[config.mk]
export PLATFORM = sky130hd
export DESIGN_NAME = coin_input_conditioner
export DESIGN_NICKNAME = d
export VERILOG_FILES = /design/src/rtl/coin_pkg.sv /design/src/rtl/coin_key_debounce.sv /design/src/rtl/coin_input_conditioner.sv
export SDC_FILE = /design/constraint.sdc
export NUM_CORES = 1
export LEC_CHECK = 0
export CAP_MARGIN = 40
export CORE_MARGIN = 10
export CORE_UTILIZATION = 36
export CTS_CLUSTER_DIAMETER = 50
export CTS_CLUSTER_SIZE = 14
export DETAILED_ROUTE_END_ITERATION = 8
export SYNTH_ARGS = -nofsm -noshare
export SYNTH_HDL_FRONTEND = slang
export SYNTH_SLANG_ARGS = --single-unit
export TNS_END_PERCENT = 30
[constraint.sdc]
create_clock -name sys_clk -period 2.6 [get_ports sys_clk]
set_input_delay 0.78 -clock sys_clk [delete_from_list [all_inputs] [get_ports sys_clk]]
set_output_delay 0.78 -clock sys_clk [all_outputs]
set_load 0.01 [all_outputs]
[src/rtl/coin_pkg.sv]
// Shared definitions for the coin input path: channel FSM encoding and channel indices.
package coin_pkg;

    typedef enum logic [3:0] {
        ST_RELEASED  = 4'b0001,
        ST_PRESS_FLT = 4'b0010,
        ST_HELD      = 4'b0100,
        ST_REL_FLT   = 4'b1000
    } key_state_e;

    localparam int CH_HALF = 0;
    localparam int CH_ONE  = 1;

endpackage

[src/rtl/coin_key_debounce.sv]
// One coin key channel: 2-FF synchroniser, press/release debounce FSM, single-cycle hit.
module coin_key_debounce
    import coin_pkg::*;
#(
    parameter int CNT_MAX = 999_999
) (
    input  logic clk_i,
    input  logic rst_i,
    input  logic key_n_i,
    output logic hit_o
);

    localparam int            CW       = $clog2(CNT_MAX + 1);
    localparam logic [CW-1:0] CNT_LAST = CW'(CNT_MAX - 1);

    logic          s1_q, s2_q;
    logic          vld_q, armed_q;
    key_state_e    state_q, state_d;
    logic [CW-1:0] cnt_q, cnt_d;

    // A press already held across reset release must not count: the channel
    // only arms once a genuinely sampled released level has been seen.
    always_ff @(posedge clk_i or posedge rst_i) begin
        if (rst_i) begin
            s1_q    <= 1'b1;
            s2_q    <= 1'b1;
            vld_q   <= 1'b0;
            armed_q <= 1'b0;
            state_q <= ST_RELEASED;
            cnt_q   <= '0;
        end else begin
            s1_q    <= key_n_i;
            s2_q    <= s1_q;
            vld_q   <= 1'b1;
            armed_q <= armed_q | (vld_q & s1_q);
            state_q <= state_d;
            cnt_q   <= cnt_d;
        end
    end

    always_comb begin
        state_d = state_q;
        cnt_d   = cnt_q;
        hit_o   = 1'b0;
        unique case (state_q)
            ST_RELEASED: begin
                cnt_d = '0;
                if (!s2_q && armed_q) state_d = ST_PRESS_FLT;
            end
            ST_PRESS_FLT: begin
                if (s2_q) begin
                    cnt_d   = '0;
                    state_d = ST_RELEASED;
                end else if (cnt_q == CNT_LAST) begin
                    hit_o   = 1'b1;
                    cnt_d   = '0;
                    state_d = ST_HELD;
                end else begin
                    cnt_d = cnt_q + CW'(1);
                end
            end
            ST_HELD: begin
                cnt_d = '0;
                if (s2_q) state_d = ST_REL_FLT;
            end
            ST_REL_FLT: begin
                if (!s2_q) begin
                    cnt_d   = '0;
                    state_d = ST_HELD;
                end else if (cnt_q == CNT_LAST) begin
                    cnt_d   = '0;
                    state_d = ST_RELEASED;
                end else begin
                    cnt_d = cnt_q + CW'(1);
                end
            end
            default: begin
                cnt_d   = '0;
                state_d = ST_RELEASED;
            end
        endcase
    end

endmodule

[src/rtl/coin_input_conditioner.sv]
// Coin key front end: two debounced channels, one/half arbitration with a one-deep
// pending half, registered pulses. Optional post-pulse lockout under COIN_LOCKOUT_EN.
module coin_input_conditioner
    import coin_pkg::*;
#(
    parameter int CNT_MAX  = 999_999
`ifdef COIN_LOCKOUT_EN
    ,
    parameter int LOCK_CYC = 49_999
`endif
) (
    input  logic sys_clk,
    input  logic sys_rst,
    input  logic key_half_n,
    input  logic key_one_n,
    output logic po_money_half,
    output logic po_money_one
);

    logic [1:0] hit, hit_ok;
    logic       half_q, half_d, one_q, one_d, pend_q, pend_d;

    coin_key_debounce #(.CNT_MAX(CNT_MAX)) u_half (
        .clk_i   (sys_clk),
        .rst_i   (sys_rst),
        .key_n_i (key_half_n),
        .hit_o   (hit[CH_HALF])
    );

    coin_key_debounce #(.CNT_MAX(CNT_MAX)) u_one (
        .clk_i   (sys_clk),
        .rst_i   (sys_rst),
        .key_n_i (key_one_n),
        .hit_o   (hit[CH_ONE])
    );

`ifdef COIN_LOCKOUT_EN
    localparam int LW = $clog2(LOCK_CYC + 1);
    logic [LW-1:0] lock_q, lock_d;

    // Hits during lockout are dropped; the pending half bypasses this gate.
    assign hit_ok = (lock_q != '0) ? 2'b00 : hit;

    always_comb begin
        lock_d = lock_q;
        if (half_d || one_d)  lock_d = LW'(LOCK_CYC);
        else if (lock_q != '0) lock_d = lock_q - LW'(1);
    end

    always_ff @(posedge sys_clk or posedge sys_rst) begin
        if (sys_rst) lock_q <= '0;
        else         lock_q <= lock_d;
    end
`else
    assign hit_ok = hit;
`endif

    always_comb begin
        one_d  = hit_ok[CH_ONE];
        half_d = pend_q | (hit_ok[CH_HALF] & ~hit_ok[CH_ONE]);
        pend_d = hit_ok[CH_HALF] & hit_ok[CH_ONE];
    end

    always_ff @(posedge sys_clk or posedge sys_rst) begin
        if (sys_rst) begin
            half_q <= 1'b0;
            one_q  <= 1'b0;
            pend_q <= 1'b0;
        end else begin
            half_q <= half_d;
            one_q  <= one_d;
            pend_q <= pend_d;
        end
    end

    assign po_money_half = half_q;
    assign po_money_one  = one_q;

endmodule

# == Word-level counts from Yosys, hierarchy flattened ==
# Index checks and enable logic that the tools add are counted.
# op_classes
n_addsub,2
n_mul,0
div_mod_pow,0
order_cmp,0
n_eq_ne,18
shifts,0
muxes,28
bitwise,8
reduce_logical,6
# ops
operator,count
2-to-1 mux 20 bit,6
case mux 20 bit (2 select lines),2
2-to-1 mux 4 bit,12
"adder 20 x 1 -> 20 bit, second input constant",2
"== test 20 bit, second input constant",2
case mux 4 bit (4 select lines),2
"== test 4 x 1 -> 1 bit, second input constant",2
"== test 4 x 2 -> 1 bit, second input constant",2
"== test 4 x 3 -> 1 bit, second input constant",2
"== test 4 bit, second input constant",2
"inequality test 2 x 1 -> 1 bit, second input constant",4
AND reduction 4 bit,2
2-to-1 mux 1 bit,6
"inequality test 3 x 1 -> 1 bit, second input constant",2
"inequality test 3 bit, second input constant",2
AND 1 bit,4
OR 1 bit,3
logical AND 1 bit,2
logical NOT 1 bit,2
inverter 1 bit,1
# word_totals
reg_bits,58
latchBits,0
mem_bits_rw,0
romBits,0
input_bits,4
out_inout_bits,2
elab_cells,76
mem_count,0

# == Longest topological paths before layout ==
# Gate-level depths: netlist of the first run.
# depth
word_depth,7
mapped_depth,7
ltp_nobuf,6

# == Cells and area by module ==
# A second synthesis of the first run with hierarchy kept.
# unflattened
cells_unflattened,297
area_unflattened_um2,2970.3
# modules_own_cells
mod,instances,cells_per_inst,area_per_inst_um2,seq_area_each_um2
coin_key_debounce,2,145,1436.4,704.4
coin_input_conditioner,1,7,97.6,75.1

# == Least setup slack after synthesis of the first run ==
# OpenSTA, ideal clock, no wires.
# synth_timing
path_type,register to register
from,register u_half.cnt_q[3]
to,register u_half.cnt_q[17]
setup_ns,0.078
arrival_time_ns,1.719
t_required_ns,2.522
setup_slack_ns,0.803
path_stages_with_launch,6
path_buffers,1
period_less_slack_ns,1.797
path_cell_list,dfrtp_1 -> nand4_4 -> or4_1 -> buf_2 -> or3_1 -> a21oi_1
# synth_via
elab_chain_cells,4
elab_cells_between_ends,6
classes_between,1 x add/sub; 1 x eq/ne; 4 x mux
# synth_lines
element,line,text
start: declaration,coin_key_debounce.sv:19,"logic [CW-1:0] cnt_q, cnt_d;"
start signal: assignment,coin_key_debounce.sv:37,cnt_q <= cnt_d;
adder 20 x 1 -> 20 bit / == test 20 bit (equally long branches),n/a,
2-to-1 mux 20 bit (*),"coin_key_debounce.sv:54, coin_key_debounce.sv:70",
"2-to-1 mux 20 bit, on equally long branches","coin_key_debounce.sv:67, coin_key_debounce.sv:51",
case mux 20 bit (2 select lines) (*),coin_key_debounce.sv:45,unique case (state_q)
via u_half.cnt_d[17],coin_key_debounce.sv:19,
# The timed path passes the listed nets; every way through them passes the cells marked *.
# A chain may end at the register's enable or synchronous reset.

# == Worst setup path in the final report of the first run ==
# Same ends and word-level chain as after synthesis.

==> results.yml, run 1 <==
critical_path:
  crit_buf_inv: 0
  crit_path_start_kind: "flop"
  slowest_stage: "or4_1"
  critPathTopFamily: "simple AND/OR/NAND/NOR gates"
  crit_chain: "nand4_4 > or4_1 > or3_1 > a21oi_1"
  crit_required_ns: 2.85
  worstPathMaxFanout: 8
  critPathKind: "flop to flop"
  crit_path_end_kind: "flop"
  crit_arrival_ns: 2.21
  slowest_delay_ns: 0.68
cts:
  cts_buffers: 9
  cts_root_buf: "clkbuf_8"
  path_clk_slew_ns: 0.07
  cts.path.max_buffers: 2
  cts_resized: 0
  cts_tree: "built"
  insertion_delay_ns: 0.33
  clock_sinks: 58
  postCtsHoldBufs: 0
  ctsHtreeMaxLevel: 3
  post_cts_buffers: 0
floorplanning:
  initial_core_util_pct: 37.2
  die_area_mm2: 0.0121
  ios: 6
  die_y_um: 110
  coreArea_mm2: 0.00781
  row_count: 32
  die_w_um: 110
routing:
  antenna_left: 0
  highest_layer: "met4"
  dr_wl_met3_um: 119
  vias: 2187
  met2WireLength_mm: 2.54
  wl_per_cell_um: 13.4
  wirelength_mm: 5.64
  wl_met1_mm: 2.85
  dr.pass1.iters: 4
  drt_iter0_markers: 88
  drc_errors: 0
  via_per_inst: 5.19
layout:
  stdcell_area_mm2: 0.00331
  area_delta_synth_final_pct: 14.0
  drive_gt1_share_pct: 10.3
  nNetsFinal: 322
  fin_cells: 421
  antenna_cells: 0
logic_synthesis:
  synthCells: 302
  syn-mean-instance-area_um2: 9.62
  ys_types: 47
  synth_seq_cells: 58
  async_flop_share_pct: 100
  ys_seq_area_share_pct: 50.2
  yosys_warnings: 0
  synth_edf_count: 0
  syn_nets: 310
  synthesis.area_mm2: 0.00291
  ys.flop_type: "dfrtp_1"
power_and_ir_drop:
  powerDensity_mw_per_mm2: 618
  leakagePower_nw: 1.24
  ir_worst_vdd_v: 0.000223
timing:
  fin_setup_tns_ns: 0
  final-hold-violation-count: 0
  fin_crit_ns: 1.96
  setup_viol: 0
  post-route-period-util_pct: 75.4
  fmax_ghz: 0.510
  rsz0062_at_grt: "no"
  slew_violations: 0
  finalClockSkew_ns: 0.00938
placed_design:
  placed_cells: 405
  placed_area_mm2: 0.00309
  gp_congestion: 0.820
  dp_hpwl_mm: 3.88
  io_buffers: 5
grt:
  antenna_found_initial: 0
  grt_pass1_vias: 2101
  track_usage_pct: 10.6
  grt_start_max_net_pins: 28
  grt_pass1_wl_mm: 10.1
  grt_overflow: 0
min_path:
  hold_class: "flop to flop"
status:
  status: "complete, no violations"
run:
  drv_cap: 0
[cells in the final DEF (no fill, tap or decap), types with 6 or more instances in the layout]
cell / count
dfrtp_1: 52
nor2_1: 40
nand2_1: 20
a21oi_1: 18
xnor2_1: 15
o21ai_0: 14
nand3_1: 13
nor3_1: 10
clkbuf_8: 10
or3_1: 9
inv_1: 9
xor2_1: 8
nand4_1: 7
or4_1: 7
nand2b_1: 6
dfstp_2: 6
[cell type report]
class | instances | area [um^2]
clock buffer | 11 | 141
clock inverter | 5 | 77.6
fill | 759 | 4490
inverter | 10 | 37.5
multi-input combinational | 226 | 1380
sequential | 58 | 1460
tap | 102 | 128
timing repair buffer | 9 | 92.6
[logic make-up after synthesis]
kind of cell	Yosys count	share of synthesized area (%)
simple gates	147	27.8
flops	58	50.2
compound gates	50	10.4
xor+xnor	23	6.93
buf+inv	18	2.37
fa+ha+maj	4	1.72
other cells	1	0.129
mux	1	0.388
[cell usage after synthesis, types with 2 or more instances]
cell      instances  area, um^2
inv_1            10        37.5
o31ai_1           5        37.5
nor2_1           40         150
ha_1              4        50.1
nand4_1           7        43.8
nor4_1            5        31.3
a21o_1            2        15.0
and2_1            2        12.5
xnor2_1          15         131
nand3b_1          3        22.5
and3_1            4        25.0
nor3_1           10        50.1
a21oi_1          18        90.1
nand2b_1          6        37.5
nor4b_1           4        35.0
or2_2             2        12.5
dfstp_2           6         158
o21ai_0          14        70.1
nand3_1          13        65.1
nand2_1          20        75.1
o211ai_1          4        30.0
or3_1             9        56.3
nor2b_1           5        31.3
clkbuf_1          7        26.3
xor2_1            8        70.1
or4_1             7        52.6
dfrtp_1          52        1300
[worst reg2reg max path, stage by stage, from the launching register on]
cell and delay [ns]:
dfrtp_1 0.49, nand4_4 0.18, or4_1 0.68, or3_1 0.39, a21oi_1 0.15
[stage by stage]
step | setup slack [ns] | hold slack, ns | utilization [%] | total power [mW]
after floorplan | 0.402 | 0.354 | - | 1.11
after global placement | 0.675 | 0.362 | 39.6 | 1.15
after global routing | 0.515 | 0.379 | 42.4 | 2.16
final | 0.640 | 0.370 | 42.4 | 2.05
after detailed placement | 0.652 | 0.356 | 39.6 | 1.16
after CTS | 0.620 | 0.371 | 42.4 | 2.09
[power by group]
part / internal, mW / switching (mW) / total (mW)
Sequential: 0.941 / 0.0424 / 0.984
Combinational: 0.0673 / 0.0861 / 0.153
Clock: 0.563 / 0.348 / 0.910
[path summary, 6_finish.rpt]
kind                                      startpoint                      endpoint  slack (ns)  cells past startpoint
max in group asynchronous                    sys_rst  u_one.state_q[0]$_DFFE_PP1P_        1.22                      3
hold reg to reg                 u_one.s1_q$_DFF_PP1_          u_one.s2_q$_DFF_PP1_        0.37                      0
setup reg to reg           u_half.cnt_q[3]$_DFF_PP0_    u_half.cnt_q[17]$_DFF_PP0_        0.64                      4
setup / recovery           u_half.cnt_q[3]$_DFF_PP0_    u_half.cnt_q[17]$_DFF_PP0_        0.64                      4
hold / removal                  u_one.s1_q$_DFF_PP1_          u_one.s2_q$_DFF_PP1_        0.37                      0
min in group asynchronous                    sys_rst    u_half.cnt_q[18]$_DFF_PP0_        0.80                      2
[metal layers]
metal,vias to the layer above,global-route usage [%]
met5,-,0
met3,9,2.57
li1,1100,-
met4,0,6.41
met2,20,15.1
met1,1058,14.0
[registers in the layout (all words and copies together) (netlist names), 4 cells and up]
register        flops
u_half.cnt_q       20
u_half.state_q      4
u_one.cnt_q        20
u_one.state_q       4
No activity file was read; power rests on OpenSTA's default activity.
==> inputs of run 2 (changes only) <==
- clock period: 2.6 -> 2 ns (I/O delays scaled with it)
==> results.yml, run 2 (synthesis results as in run 1) <==
routing:
  antenna_left: 0
  drt_iter0_markers: 121
  wl_per_cell_um: 13.4
  vias: 2238
  drc_errors: 0
  dr.pass1.iters: 4
  via_per_inst: 5.17
  wirelength_mm: 5.79
cts:
  ctsHtreeMaxLevel: 3
  cts.path.max_buffers: 2
  path_clk_slew_ns: 0.07
  cts_tree: "built"
  clock_sinks: 58
  cts_buffers: 9
  postCtsHoldBufs: 0
  cts_root_buf: "clkbuf_8"
  insertion_delay_ns: 0.33
timing:
  post-route-period-util_pct: 92.6
  fin_crit_ns: 1.85
  setup_viol: 0
  whs_ns: 0.377
  worst_slack_ns: 0.147
  slew_violations: 0
  fmax_ghz: 0.540
  finalClockSkew_ns: 0.0101
  fin_setup_tns_ns: 0
  final-hold-violation-count: 0
layout:
  fill_cells: 754
  nNetsFinal: 335
  reg.largest.list: "u_half.cnt_q x20, u_one.cnt_q x20"
  most-common-layout-cells: "52 x dfrtp_1, 40 x nor2_1, 20 x nand2_1"
  post-route-util_pct: 43.8
  antenna_cells: 0
  fin_cells: 433
  final_common_cell: "dfrtp_1"
  stdcell_area_mm2: 0.00342
  drive_gt1_share_pct: 15.1
  area_delta_synth_final_pct: 17.8
status:
  status: "complete, no violations"
critical_path:
  crit_required_ns: 2.26
  crit_path_end_kind: "flop"
  crit_arrival_ns: 2.11
  worstPathMaxFanout: 6
  crit_path_start_kind: "flop"
  critPathKind: "flop to flop"
power_and_ir_drop:
  p_total_mw: 2.63
  ir_worst_vdd_v: 0.000316
  powerDensity_mw_per_mm2: 769
  leakagePower_nw: 1.29
placed_design:
  gp_congestion: 0.820
  placed_area_mm2: 0.00320
  io_buffers: 5
  dp_hpwl_mm: 4.07
  placed_cells: 418
  post-place-ws_ns: 0.0950
grt:
  grt_pass1_wl_mm: 10.4
  grt_pass1_vias: 2215
  grt_start_max_net_pins: 23
  antenna_found_initial: 0
  track_usage_pct: 10.6
  grt_overflow: 0
floorplanning:
  die_w_um: 110
  ios: 6
  die_area_mm2: 0.0121
  initial_core_util_pct: 37.2
  die_y_um: 110
  coreArea_mm2: 0.00781
  row_count: 32
run:
  drv_cap: 0
min_path:
  hold_class: "flop to flop"
[run 2: cell types whose count changed in the layout (fill, tap and decap cells not counted), sizes merged]
| cell | previous run | this run |
|---|---|---|
| buf | 4 | 17 |
| clkbuf | 11 | 9 |
| clkinv | 2 | 3 |
| clkinvlp | 1 | 2 |
| inv | 10 | 9 |
[run 2: path summary, 6_finish.rpt]
check | slack [ns] | to | start | cells after the start
min in group asynchronous | 0.61 | u_one.cnt_q[14]$_DFF_PP0_ | sys_rst | 2
hold / removal | 0.38 | u_half.s2_q$_DFF_PP1_ | u_half.s1_q$_DFF_PP1_ | 0
max in group asynchronous | 0.86 | u_one.s2_q$_DFF_PP1_ | sys_rst | 3
setup reg to reg | 0.15 | u_half.cnt_q[18]$_DFF_PP0_ | u_half.cnt_q[0]$_DFF_PP0_ | 5
hold reg to reg | 0.38 | u_half.s2_q$_DFF_PP1_ | u_half.s1_q$_DFF_PP1_ | 0
setup / recovery | 0.15 | u_half.cnt_q[18]$_DFF_PP0_ | u_half.cnt_q[0]$_DFF_PP0_ | 5
[run 2: critical path, stage by stage (launching register included)]
cell and delay [ns]:
dfrtp_1 0.38, ha_1 0.21, nand2_1 0.11, or4_4 0.58, or3_1 0.36, a21oi_1 0.15
[run 2: where the power goes]
part	leakage [nW]	switching [mW]	internal, mW
sequential	0.775	0.0590	1.22
clock	0.105	0.453	0.687
combinational	0.410	0.113	0.0939
total	1.29	0.625	2.00
[run 2: per-layer routing]
metal / wire length, um / part of all wire [%] / track usage (%) / vias to the layer above
met5: 0 / 0 / 0 / -
met4: 115 / 2.0 / 6.69 / 0
met3: 141 / 2.4 / 2.11 / 10
met2: 2600 / 45 / 15.5 / 25
met1: 2940 / 51 / 14.1 / 1081
li1: - / - / - / 1122
[run 2: final cells by class]
| class | instances | area, um^2 | share of cell area [%] |
|---|---|---|---|
| sequential | 58 | 1460 | 42.6 |
| multi-input combinational | 226 | 1390 | 40.7 |
| timing repair buffer | 22 | 194 | 5.67 |
| tap | 102 | 128 | 3.73 |
| clock buffer | 9 | 124 | 3.62 |
| clock inverter | 6 | 82.6 | 2.41 |
| inverter | 10 | 41.3 | 1.21 |
[run 2: what timing repair did]
item / in CTS / in global routing
setup buffers: 0 / 0
gates resized for setup: 0 / 5
hold endpoints to repair: 0 / 0
endpoints found under the setup margin: 0 / 16
==> inputs of run 3 (changes only) <==
==> constraint.sdc (replaced) <==
create_clock -name sys_clk -period 2.3 [get_ports sys_clk]
set_input_delay 0.69 -clock sys_clk [delete_from_list [all_inputs] [get_ports sys_clk]]
set_output_delay 0.69 -clock sys_clk [all_outputs]
set_load 0.02 [all_outputs]
==> results.yml, run 3 (synthesis results as in run 1) <==
status:
  status: "complete, no violations"
cts:
  insertion_delay_ns: 0.33
  ctsHtreeMaxLevel: 3
  post_cts_buffers: 0
  cts_tree: "built"
  postCtsHoldBufs: 0
  clock_sinks: 58
  cts_buffers: 9
  cts_resized: 0
  cts_root_buf: "clkbuf_8"
  cts.path.max_buffers: 2
  path_clk_slew_ns: 0.07
routing:
  vias: 2213
  drc_errors: 0
  wl_per_cell_um: 13.6
  antenna_left: 0
  dr.pass1.iters: 5
  drt_iter0_markers: 143
  wirelength_mm: 5.71
  via_per_inst: 5.27
floorplanning:
  die_w_um: 110
  initial_core_util_pct: 37.2
  row_count: 32
  ios: 6
  die_y_um: 110
  die_area_mm2: 0.0121
  coreArea_mm2: 0.00781
timing:
  rsz0062_at_grt: "no"
  final-hold-violation-count: 0
  finalClockSkew_ns: 0.00716
  fin_crit_ns: 1.97
  fmax_ghz: 0.507
  slew_violations: 0
  fin_setup_tns_ns: 0
  setup_viol: 0
  post-route-period-util_pct: 85.8
critical_path:
  ff2ff_path_depth: 4
  crit_path_end_kind: "flop"
  critPathKind: "flop to flop"
  crit_arrival_ns: 2.23
  crit_required_ns: 2.55
  cp.depth: 4
  rr_startpoint: "u_half.cnt_q[3]$_DFF_PP0_"
  crit_chain: "nand4_4 > or4_1 > or3_1 > a21oi_1"
  timing.rr.end: "u_half.cnt_q[17]$_DFF_PP0_"
  slowest_stage: "or4_1"
  crit_path_start: "u_half.cnt_q[3]$_DFF_PP0_"
  crit_buf_inv: 0
  crit_path_start_kind: "flop"
  slowest_delay_ns: 0.69
  endpoint: "u_half.cnt_q[17]$_DFF_PP0_"
  worstPathMaxFanout: 8
  critPathTopFamily: "simple AND/OR/NAND/NOR gates"
  rrSetupSlack_ns: 0.33
layout:
  drive_gt1_share_pct: 9.75
  post-route-util_pct: 42.2
  final_common_cell: "dfrtp_1"
  nNetsFinal: 321
  area_delta_synth_final_pct: 13.4
  most-common-layout-cells: "52 x dfrtp_1, 40 x nor2_1, 20 x nand2_1"
  antenna_cells: 0
  reg.largest.list: "u_half.cnt_q x20, u_one.cnt_q x20"
grt:
  grt_overflow: 0
  grt_pass1_wl_mm: 9.87
  grt_start_max_net_pins: 46
  track_usage_pct: 10.3
  grt_pass1_vias: 2054
  antenna_found_initial: 0
placed_design:
  gp_congestion: 0.768
  dp_hpwl_mm: 3.83
  io_buffers: 5
power_and_ir_drop:
  leakagePower_nw: 1.23
  ir_worst_vdd_v: 0.000241
  powerDensity_mw_per_mm2: 688
min_path:
  hold_class: "flop to flop"
run:
  drv_cap: 0
[run 3: changes by cell type in the layout (fill, tap and decap cells not counted), moves of 2 or more]
| cell | change |
|---|---|
| clkbuf_1 | +2 |
| buf_4 | -13 |
| clkinv_2 | -2 |
| or4_1 | +2 |
| or4_4 | -2 |
| clkinvlp_4 | -2 |
| clkbuf_8 | +3 |
[run 3: worst min-delay path by stage]
stage	startpoint	to	slack, ns	cells after the start
finish	u_one.s1_q$_DFF_PP1_	u_one.s2_q$_DFF_PP1_	0.37	0
detailed placement	u_one.s1_q$_DFF_PP1_	u_one.s2_q$_DFF_PP1_	0.36	0
floorplan	u_one.s1_q$_DFF_PP1_	u_one.s2_q$_DFF_PP1_	0.35	0
global placement	u_one.s1_q$_DFF_PP1_	u_one.s2_q$_DFF_PP1_	0.36	0
global route	u_one.s1_q$_DFF_PP1_	u_one.s2_q$_DFF_PP1_	0.38	0
CTS	u_one.s1_q$_DFF_PP1_	u_one.s2_q$_DFF_PP1_	0.37	0
[run 3: per-layer routing]
metal  wire length [um]  global-route usage [%]  part of all wire, %  vias to the layer above
met5                  0                       0                    0                        -
met4                 75                    5.58                  1.3                        0
li1                   -                       -                    -                     1098
met3                191                    3.16                  3.3                        4
met1               2800                    13.4                   49                     1088
met2               2640                    15.1                   46                       23
[run 3: cell type report]
class                   instances  area, um^2
well taps                     102         128
clock inverters                 2        35.0
inverters                      10        37.5
fillers                       763        4510
repair buffers                  8        85.1
clock buffers                  14         173
flip-flops and latches         58        1460
multi-input cells             226        1380
[run 3: report_power, final]
part | total (mW) | internal [mW] | switching [mW]
Combinational | 0.172 | 0.0753 | 0.0964
Clock | 0.984 | 0.589 | 0.395
Sequential | 1.11 | 1.06 | 0.0488
Total | 2.27 | 1.73 | 0.540
[run 3: per-stage QoR]
stage	std cells	setup slack (ns)	hold slack, ns	power [mW]	area, um^2
final	420	0.327	0.370	2.27	3290
after global routing	420	0.208	0.379	2.38	3290
after CTS	420	0.314	0.373	2.30	3290
after detailed placement	404	0.343	0.364	1.30	3090
after global placement	404	0.373	0.363	1.30	3090
after floorplan	302	0.192	0.354	1.25	2910
